$ cat config.mk
export PLATFORM = sky130hd
export DESIGN_NAME = uart_tx_ctrl
export DESIGN_NICKNAME = d
export VERILOG_FILES = /design/src/rtl/uart_pkg.sv /design/src/rtl/uart_baud_gen.sv /design/src/rtl/uart_tx_ctrl.sv
export SDC_FILE = /design/constraint.sdc
export NUM_CORES = 1
export LEC_CHECK = 0
export ABC_AREA = 1
export CAP_MARGIN = 20
export CORE_UTILIZATION = 50
export CTS_CLUSTER_DIAMETER = 100
export DETAILED_ROUTE_END_ITERATION = 10
export GPL_TIMING_DRIVEN = 0
export HOLD_SLACK_MARGIN = 0.08
export PLACE_DENSITY = 0.73
export SYNTH_ARGS = -nofsm -noshare
export SYNTH_HDL_FRONTEND = slang
export SYNTH_HIERARCHICAL = 1
export SYNTH_SLANG_ARGS = --single-unit
$ cat constraint.sdc
create_clock -name clk -period 2.4 [get_ports clk]
set_input_delay 0.48 -clock clk [delete_from_list [all_inputs] [get_ports clk]]
set_output_delay 0.48 -clock clk [all_outputs]
set_load 0.05 [all_outputs]
$ cat src/rtl/uart_pkg.sv
// uart_pkg: shared types and constants for the UART transmit controller.
// Contents: parity_t (line encoding of parity_type), tx_state_t (frame
// scheduler states), data width and frame lengths in bit periods.
package uart_pkg;

    localparam int DATA_W           = 8;
    localparam int FRAME_BITS_PAR   = 11;
    localparam int FRAME_BITS_NOPAR = 10;

    typedef enum logic [1:0] {
        PAR_NONE  = 2'b00,
        PAR_ODD   = 2'b01,
        PAR_EVEN  = 2'b10,
        PAR_NONE2 = 2'b11
    } parity_t;

    typedef enum logic [2:0] {
        IDLE,
        START,
        DATA,
        PARITY,
        STOP
    } tx_state_t;

endpackage

$ cat src/rtl/uart_baud_gen.sv
// uart_baud_gen: per-bit timing for the transmit scheduler.
// Ports:
//   clk     system clock
//   rst     asynchronous reset, active-low
//   load    restart a bit period (frame accept)
//   div     clocks per bit, already forced to >= 1
//   bit_end pulse in the last clock of each div-clock bit period
module uart_baud_gen #(
    parameter int DIV_W = 16
) (
    input  logic             clk,
    input  logic             rst,
    input  logic             load,
    input  logic [DIV_W-1:0] div,
    output logic             bit_end
);

    logic [DIV_W-1:0] cnt;

    assign bit_end = (cnt == '0);

    // Counts div-1 down to 0; reload value is never below zero since div >= 1.
    always_ff @(posedge clk or negedge rst) begin
        if (!rst)
            cnt <= '0;
        else
            cnt <= (load || bit_end) ? div - DIV_W'(1) : cnt - DIV_W'(1);
    end

endmodule

$ cat src/rtl/uart_tx_ctrl.sv
// uart_tx_ctrl: two-requester round-robin UART transmit scheduler.
// Ports:
//   clk, rst              system clock, asynchronous active-low reset
//   baud_div              clocks per bit (0 treated as 1), sampled at accept
//   parity_type           00/11 none, 01 odd, 10 even, sampled at accept
//   req_valid/req_data    per-requester byte offers
//   req_ready             per-requester accept strobe (IDLE only, one-hot)
//   grant_id              requester owning the current/last frame
//   tx                    registered serial line, idle high
//   tx_active             high while a frame is on the line
//   tx_done               pulse in the last clock of the stop bit
module uart_tx_ctrl #(
    parameter int DATA_W = uart_pkg::DATA_W,
    parameter int DIV_W  = 16,
    parameter int N_REQ  = 2
) (
    input  logic                         clk,
    input  logic                         rst,
    input  logic [DIV_W-1:0]             baud_div,
    input  logic [1:0]                   parity_type,
    input  logic [N_REQ-1:0]             req_valid,
    input  logic [N_REQ-1:0][DATA_W-1:0] req_data,
    output logic [N_REQ-1:0]             req_ready,
    output logic                         grant_id,
    output logic                         tx,
    output logic                         tx_active,
    output logic                         tx_done
);

    import uart_pkg::*;

    localparam int IW = $clog2(DATA_W);

    tx_state_t        state, state_d;
    logic [IW-1:0]    idx, idx_d;
    logic [DATA_W-1:0] data_q;
    parity_t          par_q;
    logic [DIV_W-1:0] div_q, div_eff, div_sel;
    logic             rr, served, sel, accept, bit_end, par_en, par_bit, tx_d;

    assign div_eff = (baud_div == '0) ? DIV_W'(1) : baud_div;
    // While idle the counter must be loaded with the divisor being accepted.
    assign div_sel = (state == IDLE) ? div_eff : div_q;

    // On a tie serve the requester not served last; requester 0 until the first grant.
    assign sel       = (&req_valid) ? (served & ~rr) : req_valid[1];
    assign req_ready = (rst && state == IDLE) ? ({sel, ~sel} & req_valid) : '0;
    assign accept    = |req_ready;

    assign par_en  = (par_q == PAR_ODD) || (par_q == PAR_EVEN);
    assign par_bit = (par_q == PAR_EVEN) ? ^data_q : ~^data_q;
    assign tx_done = (state == STOP) && bit_end;

    uart_baud_gen #(.DIV_W(DIV_W)) u_baud (
        .clk     (clk),
        .rst     (rst),
        .load    (accept),
        .div     (div_sel),
        .bit_end (bit_end)
    );

    always_comb begin
        state_d = state;
        idx_d   = idx;
        case (state)
            IDLE:    if (accept) state_d = START;
            START:   if (bit_end) begin
                         state_d = DATA;
                         idx_d   = '0;
                     end
            DATA:    if (bit_end) begin
                         if (idx == IW'(DATA_W - 1))
                             state_d = par_en ? PARITY : STOP;
                         else
                             idx_d = idx + IW'(1);
                     end
            PARITY:  if (bit_end) state_d = STOP;
            STOP:    if (bit_end) state_d = IDLE;
            default: state_d = IDLE;
        endcase
        // tx is registered from the next state so the line changes with the state.
        tx_d = (state_d == START)  ? 1'b0 :
               (state_d == DATA)   ? data_q[idx_d] :
               (state_d == PARITY) ? par_bit : 1'b1;
    end

    always_ff @(posedge clk or negedge rst) begin
        if (!rst) begin
            state     <= IDLE;
            idx       <= '0;
            data_q    <= '0;
            par_q     <= PAR_NONE;
            div_q     <= '0;
            grant_id  <= 1'b0;
            rr        <= 1'b0;
            served    <= 1'b0;
            tx        <= 1'b1;
            tx_active <= 1'b0;
        end else begin
            state     <= state_d;
            idx       <= idx_d;
            tx        <= tx_d;
            tx_active <= (state_d != IDLE);
            if (accept) begin
                data_q   <= req_data[sel];
                par_q    <= parity_t'(parity_type);
                div_q    <= div_eff;
                grant_id <= sel;
                rr       <= sel;
                served   <= 1'b1;
            end
        end
    end

endmodule
==> qor.yml, run 1 <==
outcome:
  status: "finished, violations left"
  violations: "design-rule violations"
timing:
  hold_violations: 0
  slew_headroom_pct: 48.38
  fin_worst_skew_ns: 0.007974
  tightestPinTransition_ns: 0.7718
  finalSetupTns_ns: 0
  period_share_pct: 96.05
  fin_ws_ns: 0.09482
  setup_viol: 0
  rsz0062_at_grt: "true"
  fmax_mhz: 433.8
  period_needed_ns: 2.305
  finalMaxSlewViolations: 0
power_and_ir_drop:
  intPower_w: 0.002368
  power_leakage_nw: 2.101
  peakVddDrop_mv: 0.4112
  power_density_nw_per_um2: 974.3
  p_sw_w: 0.001816
  clock_power_share_pct: 12.6
  p_seq_share_pct: 35.3
  power_switching_share_pct: 43.40
  p_comb_share_pct: 52.1
synth:
  yosys.area.top_type: "dfrtp_1"
  syn_nets: 491
  synth_edf_count: 0
  synth_top_flop_cell: "dfrtp_1"
  syn_avg_cell_area_um2: 7.460
  synth_cell_type_count: 39
  ys_ff_latch: 52
  yosysSeqAreaShare_pct: 38.80
  synth_top_cell_area_share_pct: 38.02
  ys_async_sr_fraction_pct: 100.0
  netlist_top_cells_area: "dfrtp_1 (38%), nand2_1 (15%), inv_1 (5.7%)"
  syn_inst: 450
  syn_area_um2: 3357
  yosysWarnings: 6
final_layout:
  antenna-diode-count: 0
  layout.nets: 558
  fin_util_pct: 66.86
  layout_common_cells: "nand2_1 (134), inv_1 (49), dfrtp_1 (48)"
  fin_area_um2: 4294
  drive_above_1_share_pct: 20.66
  layout_commonest_cell: "nand2_1"
  layoutNonFillerInstCount: 595
  syn_to_final_growth_pct: 27.92
  fillers: 582
route:
  final_antenna_net_count: 0
  wl_per_cell_um: 13.90
  wl_mm: 8.272
  drt-pass1-iter-count: 9
  drc: 8
  drt_iter0_markers: 201
  avgViaCountPerCell: 5.178
  via_count: 3081
floorplan:
  rows: 29
  start_util_pct: 52.27
  num_io_pins: 44
  die_area_um2: 7046
  die_h_um: 83.94
  die_x_um: 83.94
  core_um2: 6422
placement:
  place.gp.congestion: 0.8453
  place_ws_ns: -0.9611
  dp_cells: 571
  placed_area_um2: 3906
  portBuffers: 43
  hpwl_mm: 6.099
worst_hold_path:
  hp-class: "in2async"
global_route:
  grt_max_degree: 22
  antenna_found_initial: 0
  grt_pass1_vias: 3057
  grt_pass1_wl_mm: 14.39
  grt_usage_pct: 25.77
  gr-total-overflow: 0
setup_path:
  crit-reg2reg-launch: "state[0]$_DFF_PN0_"
  start_kind: "flop"
  required_ns: 1.92
  ff2ff_path_depth: 16
  path_max_fanout: 6
  worstReg2RegEnd: "u_baud/cnt[14]$_DFF_PN0_"
  cp_cell_sequence: "nor2_4 > nand2_4 > nor2_4 > nand2_4 > inv_1 > clkdlybuf4s15_1"
  critPathArrivalTime_ns: 1.83
  crit_type: "reg2out"
  r2r_setup_slack_ns: 0.14
  cp_slowest_stage_delay_ns: 0.48
  crit_path_end_kind: "output port"
  cp_slowest_cell: "clkdlybuf4s15_1"
cts:
  cts_tree: "yes"
  cts_htree_levels: 2
  ctsLongestPathBuffers: 2
  clkTransAtPathRegs_ns: 0.09
  cts_buffers: 5
  clkSinkCount: 52
  clkLatencyLatePin_ns: 0.31
  root_buffer: "clkbuf_8"
job:
  max_cap_violations: 0
[cells by family after synthesis]
logic type      count (synthesis)  share of synthesized area (%)
flops                          52                          38.80
buf+inv                        69                          8.870
xor+xnor                       11                          3.094
simple gates                  262                          38.43
fa+ha+maj                       3                          1.118
compound gates                 53                          9.690
[synth_stat cells, types with 3 or more instances]
master and number:
xor2_1 5, nand2_1 135, nand2_2 9, inv_2 3
inv_1 51, nor2_1 43, a21oi_1 9, nand3_2 3
a31oi_1 8, buf_2 4, ha_1 3, nand3b_1 8
o21ai_0 21, dfrtp_1 51, nor2_4 3, clkbuf_1 5
nand2_4 7, xnor2_1 5, nor2_2 6, nor4_1 4
nand3_1 34, o21ai_2 10
[layout make-up]
cell class                 instances  area (um2)  area share, %
multi-input combinational        329        1854          43.18
sequential                        52        1306          30.42
timing repair buffer              61       633.1          14.74
inverter                          55       214.0          4.983
buffer                            13       96.34          2.244
tap                               77       96.34          2.244
clock buffer                       7       86.33          2.010
clock inverter                     1       7.507         0.1748
[how the worst max path moves through the flow]
stage / start / to / slack, ns / depth (start not counted)
after detailed placement: rst / u_baud/cnt[10]$_DFF_PN0_ / -0.96 / 18
after CTS: u_baud/cnt[1]$_DFF_PN0_ / tx_done / -0.17 / 10
final: state[0]$_DFF_PN0_ / req_ready[1] / 0.09 / 6
after floorplan: rr$_DFFE_PN0P_ / u_baud/cnt[10]$_DFF_PN0_ / 0.01 / 17
after global placement: rst / u_baud/cnt[10]$_DFF_PN0_ / -2.67 / 17
after global routing: u_baud/cnt[9]$_DFF_PN0_ / tx_done / -0.02 / 10
[per-stage QoR]
step	hold slack (ns)	total power, W
after detailed placement	0.4536	0.003477
after global placement	0.4546	0.003404
after CTS	0.1006	0.004101
after floorplan	0.1844	0.002992
after global routing	0.09770	0.004565
final	0.1073	0.004184
[metal layers]
layer / GRT usage [%] / share of wire [%] / vias up
met5: 0 / 0 / -
met4: 6.583 / 1.4 / 0
met3: 3.462 / 3.2 / 11
met2: 43.89 / 49 / 59
met1: 34.61 / 46 / 1453
li1: - / - / 1558
[flip-flops by register name (all words and copies together), names as in the netlist]
signal,cells
div_q,16
u_baud/cnt,16
data_q,8
idx,3
state,3
par_q,2
rr,1
served,1
tx,1
tx_active,1
[power groups by stage]
stage	logic (W)	clock network, W	registers, W
after global routing	0.00247	0.000574	0.00153
final	0.00218	0.000528	0.00148
after global placement	0.00193	0	0.00148
after detailed placement	0.00199	0	0.00149
after CTS	0.00209	0.000543	0.00147
after floorplan	0.00151	0	0.00148
[what timing repair did]
action                                  4_1_cts  5_1_grt
cloned                                        1        0
gates resized for setup                      26       26
pin swaps                                     2       13
hold buffers                                  2        0
endpoints found under the setup margin       18       14
buffers inserted                              3       10
endpoints found under the hold margin        21        0
[worst max-delay path: cells and delay by family (launching register included)]
kind,cells,cell delay (ns)
buf+inv,2,0.54
simple gates,4,0.54
flops,1,0.43
Power figures use the tool's default switching activity.
==> run 2: changes to the inputs <==
--- a/config.mk
+++ b/config.mk
@@ -7,7 +7,7 @@
 export LEC_CHECK = 0
 export ABC_AREA = 1
 export CAP_MARGIN = 20
-export CORE_UTILIZATION = 50
+export CORE_UTILIZATION = 49
 export CTS_CLUSTER_DIAMETER = 100
 export DETAILED_ROUTE_END_ITERATION = 10
 export GPL_TIMING_DRIVEN = 0
@@ -15,5 +15,4 @@
 export PLACE_DENSITY = 0.73
 export SYNTH_ARGS = -nofsm -noshare
 export SYNTH_HDL_FRONTEND = slang
-export SYNTH_HIERARCHICAL = 1
 export SYNTH_SLANG_ARGS = --single-unit
==> run 2 against run 1 <==
  * The run now ends clean
  * Largest cell class unchanged
  * Final area decreased by 13%
  * Clock power decreased by 7.8%
  * Largest power group is now registers
  * Critical endpoint is now req_ready[0]
  * Via count decreased by 7.5%
==> qor.yml, run 2 <==
outcome:
  status: "finished, final reports clean"
job:
  max_cap_violations: 0  # unchanged
timing:
  setup_viol: 0  # unchanged
  tightestPinTransition_ns: 0.8058  # +0.03401 ns
  fin_ws_ns: 0.06334  # -0.03148 ns
  slew_headroom_pct: 45.60  # -2.8 points
  period_share_pct: 97.36  # +1.3 points
  fin_hold_ws_ns: 0.1790  # +0.07170 ns
  fin_worst_skew_ns: 0.004967  # -0.003007 ns
  rsz0062_at_grt: "false"
  fmax_mhz: 428.0  # -1.3%
  finalSetupTns_ns: 0  # unchanged
  period_needed_ns: 2.337  # +0.03148 ns
  finalMaxSlewViolations: 0  # unchanged
  hold_violations: 0  # unchanged
synth:
  synth_mux_area_share_pct: 0  # unchanged
  synth_edf_count: 0  # unchanged
  syn_area_um2: 3074  # -8.4%
  synth_top_cell_area_share_pct: 41.51  # +3.5 points
  synth_top_family_by_area: "simple AND/OR/NAND/NOR gates"
  synth_common_cells: "nand2_1 (120), inv_1 (59), dfrtp_1 (51)"
  synth_top_flop_cell: "dfrtp_1"
  synth_fa_ha_area_share_pct: 1.221  # +0.10 points
  yosysSeqAreaShare_pct: 42.37  # +3.6 points
  synth_cell_type_count: 30  # -23%
  synth_compound_area_share_pct: 11.97  # +2.3 points
  synthSimpleGateAreaFrac_pct: 30.20  # -8.2 points
  synth_xor_area_share_pct: 4.843  # +1.7 points
  ys_async_sr_fraction_pct: 100.0  # unchanged
  netlist_top_cells_area: "dfrtp_1 (42%), nand2_1 (15%), inv_1 (7.2%)"
  syn_inst: 422  # -6.2%
  syn_avg_cell_area_um2: 7.285  # -2.3%
  synthMostInstantiatedCell: "nand2_1"
  syn_nets: 463  # -5.7%
  yosysWarnings: 0  # -6
  yosys.area.top_type: "dfrtp_1"
  ys_ff_latch: 52  # unchanged
route:
  wl_mm: 7.171  # -13%
  wl_per_cell_um: 12.99  # -6.6%
  final_antenna_net_count: 0  # unchanged
  drt_iter0_markers: 204  # +1.5%
  avgViaCountPerCell: 5.165  # -0.26%
  via_count: 2851  # -7.5%
  drt-pass1-iter-count: 4  # -5
  drc: 0  # -8
cts:
  clkTransAtPathRegs_ns: 0.09  # about the same
  ctsLongestPathBuffers: 2  # unchanged
  cts_buffers: 5  # unchanged
  cts_tree: "yes"
  cts_htree_levels: 2  # unchanged
  clkSinkCount: 52  # unchanged
  root_buffer: "clkbuf_8"
  clkLatencyLatePin_ns: 0.30  # about the same
power_and_ir_drop:
  power_density_nw_per_um2: 519.5  # -47%
  p_comb_share_pct: 23.6  # -29 points
  peakVddDrop_mv: 0.2646  # -36%
  p_sw_w: 0.0005799  # -68%
  power_switching_share_pct: 29.90  # -13 points
  p_seq_share_pct: 51.3  # +16 points
  power_leakage_nw: 1.774  # -16%
  intPower_w: 0.001360  # -43%
  clock_power_share_pct: 25.1  # +13 points
  finalPower_w: 0.001940  # -54%
final_layout:
  fin_area_um2: 3734  # -13%
  layout.nets: 517  # -7.3%
  layout_common_cells: "nand2_1 (119), inv_1 (59), dfrtp_1 (51)"
  syn_to_final_growth_pct: 21.45
  reg_top3: "div_q: 16 flops, u_baud.cnt: 16 flops, data_q: 8 flops"
  ff_latch_area_um2: 1303  # -0.29%
  multi_input_area_um2: 1503  # -19%
  drive_above_1_share_pct: 9.015  # -12 points
  fillers: 555  # -4.6%
  antenna-diode-count: 0  # unchanged
  layout_commonest_cell: "nand2_1"
global_route:
  grt_usage_pct: 24.92  # -0.85 points
  gr-total-overflow: 0  # unchanged
  grt_pass1_wl_mm: 12.34  # -14%
  antenna_found_initial: 0  # unchanged
  grt_pass1_vias: 2715  # -11%
  grt_max_degree: 41  # +86%
setup_path:
  crit_type: "in2out"
  critPathArrivalTime_ns: 1.86  # +0.03 ns
  r2r_setup_slack_ns: 0.21  # +0.07 ns
  path_max_fanout: 10  # +4
  required_ns: 1.92  # about the same
  crit_path_end_kind: "output port"
  ff2ff_path_depth: 14  # -2
  crit-reg2reg-launch: "state[1]$_DFF_PN0_"
  start_kind: "primary input"
  worstReg2RegEnd: "u_baud.cnt[14]$_DFF_PN0_"
placement:
  portBuffers: 43  # unchanged
  place_ws_ns: -0.7180  # +0.2431 ns
  placed_area_um2: 3613  # -7.5%
  hpwl_mm: 5.376  # -12%
  place.gp.congestion: 0.8581  # +1.5%
worst_hold_path:
  hp-class: "in2async"
floorplan:
  start_util_pct: 51.32  # -0.95 points
  rows: 28  # -3.4%
  num_io_pins: 44  # unchanged
  die_h_um: 81.21  # -3.3%
  die_x_um: 81.21  # -3.3%
  die_area_um2: 6594  # -6.4%
  core_um2: 5991  # -6.7%
==> run 2: cell type report <==
type                            instances  share of cell area [%]
Tap cell                               75                   2.513
Clock buffer                            8                   2.145
Sequential cell                        52                   34.89
Multi-Input combinational cell        297                   40.25
Inverter                               62                   6.233
Timing Repair Buffer                   47                   12.40
Buffer                                 11                   1.575
==> run 2: power by group through the flow <==
stage                     Combinational [W]  Clock, W  Sequential [W]
final                              0.000457  0.000487        0.000995
after global routing               0.000519  0.000526         0.00101
after CTS                          0.000452  0.000498        0.000995
after detailed placement           0.000448         0         0.00101
after global placement             0.000434         0         0.00101
after floorplan                    0.000307         0         0.00100
==> run 2: how the worst max path moves through the flow <==
| stage | startpoint | end | slack [ns] | depth (start not counted) |
|---|---|---|---|---|
| 2_1_floorplan | rr$_DFFE_PN0P_ | u_baud.cnt[12]$_DFF_PN0_ | 0.02 | 15 |
| 3_3_place_gp | rst | u_baud.cnt[14]$_DFF_PN0_ | -2.33 | 14 |
| 3_5_place_dp | req_valid[0] | req_ready[1] | -0.72 | 6 |
| 4_1_cts | u_baud.cnt[12]$_DFF_PN0_ | u_baud.cnt[12]$_DFF_PN0_ | 0.02 | 14 |
| 5_1_grt | req_valid[1] | u_baud.cnt[14]$_DFF_PN0_ | 0.002 | 13 |
| 6_report | req_valid[1] | req_ready[0] | 0.06 | 5 |
==> run 2: repair_timing <==
item / in CTS / in global routing
endpoints found under the setup margin: 13 / 8
endpoints found under the hold margin: 12 / 0
hold buffers: 1 / 0
resized for setup: 18 / 5
buffers inserted: 1 / 1
cloned: 0 / 0
pin swaps: 1 / 3
==> run 2: cell families after synthesis <==
kind of cell / Yosys count
buffers and inverters: 73
and+or+nand+nor: 214
DFF: 52
xor gates and xnor gates: 17
AOI/OAI and AO/OA: 63
adders and majority gates: 3
==> run 2: per-layer routing <==
layer | GRT usage [%] | up-vias | routed length (um)
met5 | 0 | - | 0
met4 | 7.857 | 0 | 89
met3 | 4.607 | 11 | 332
met2 | 40.25 | 64 | 3458
met1 | 33.86 | 1335 | 3290
li1 | - | 1441 | -
==> run 2: critical path, stage by stage <==
cell,delay (ns)
clkdlybuf4s50_1,0.44
a21boi_2,0.24
clkbuf_2,0.26
nor2_1,0.09
clkdlybuf4s15_2,0.34
==> run 2: per-stage QoR <==
| step | std cells | util (%) |
|---|---|---|
| CTS | 551 | 61.90 |
| global placement | 540 | 60.07 |
| floorplan | 422 | - |
| global route | 552 | 62.32 |
| finish | 552 | 62.32 |
| detailed placement | 541 | 60.32 |
==> run 3: changes to the inputs <==
--- a/config.mk
+++ b/config.mk
@@ -10,6 +10,7 @@
 export CORE_UTILIZATION = 49
 export CTS_CLUSTER_DIAMETER = 100
 export DETAILED_ROUTE_END_ITERATION = 10
+export GPL_ROUTABILITY_DRIVEN = 0
 export GPL_TIMING_DRIVEN = 0
 export HOLD_SLACK_MARGIN = 0.08
 export PLACE_DENSITY = 0.73
==> results of run 3 <==
The final DEF is identical to that of run 2; final timing and power are the same.
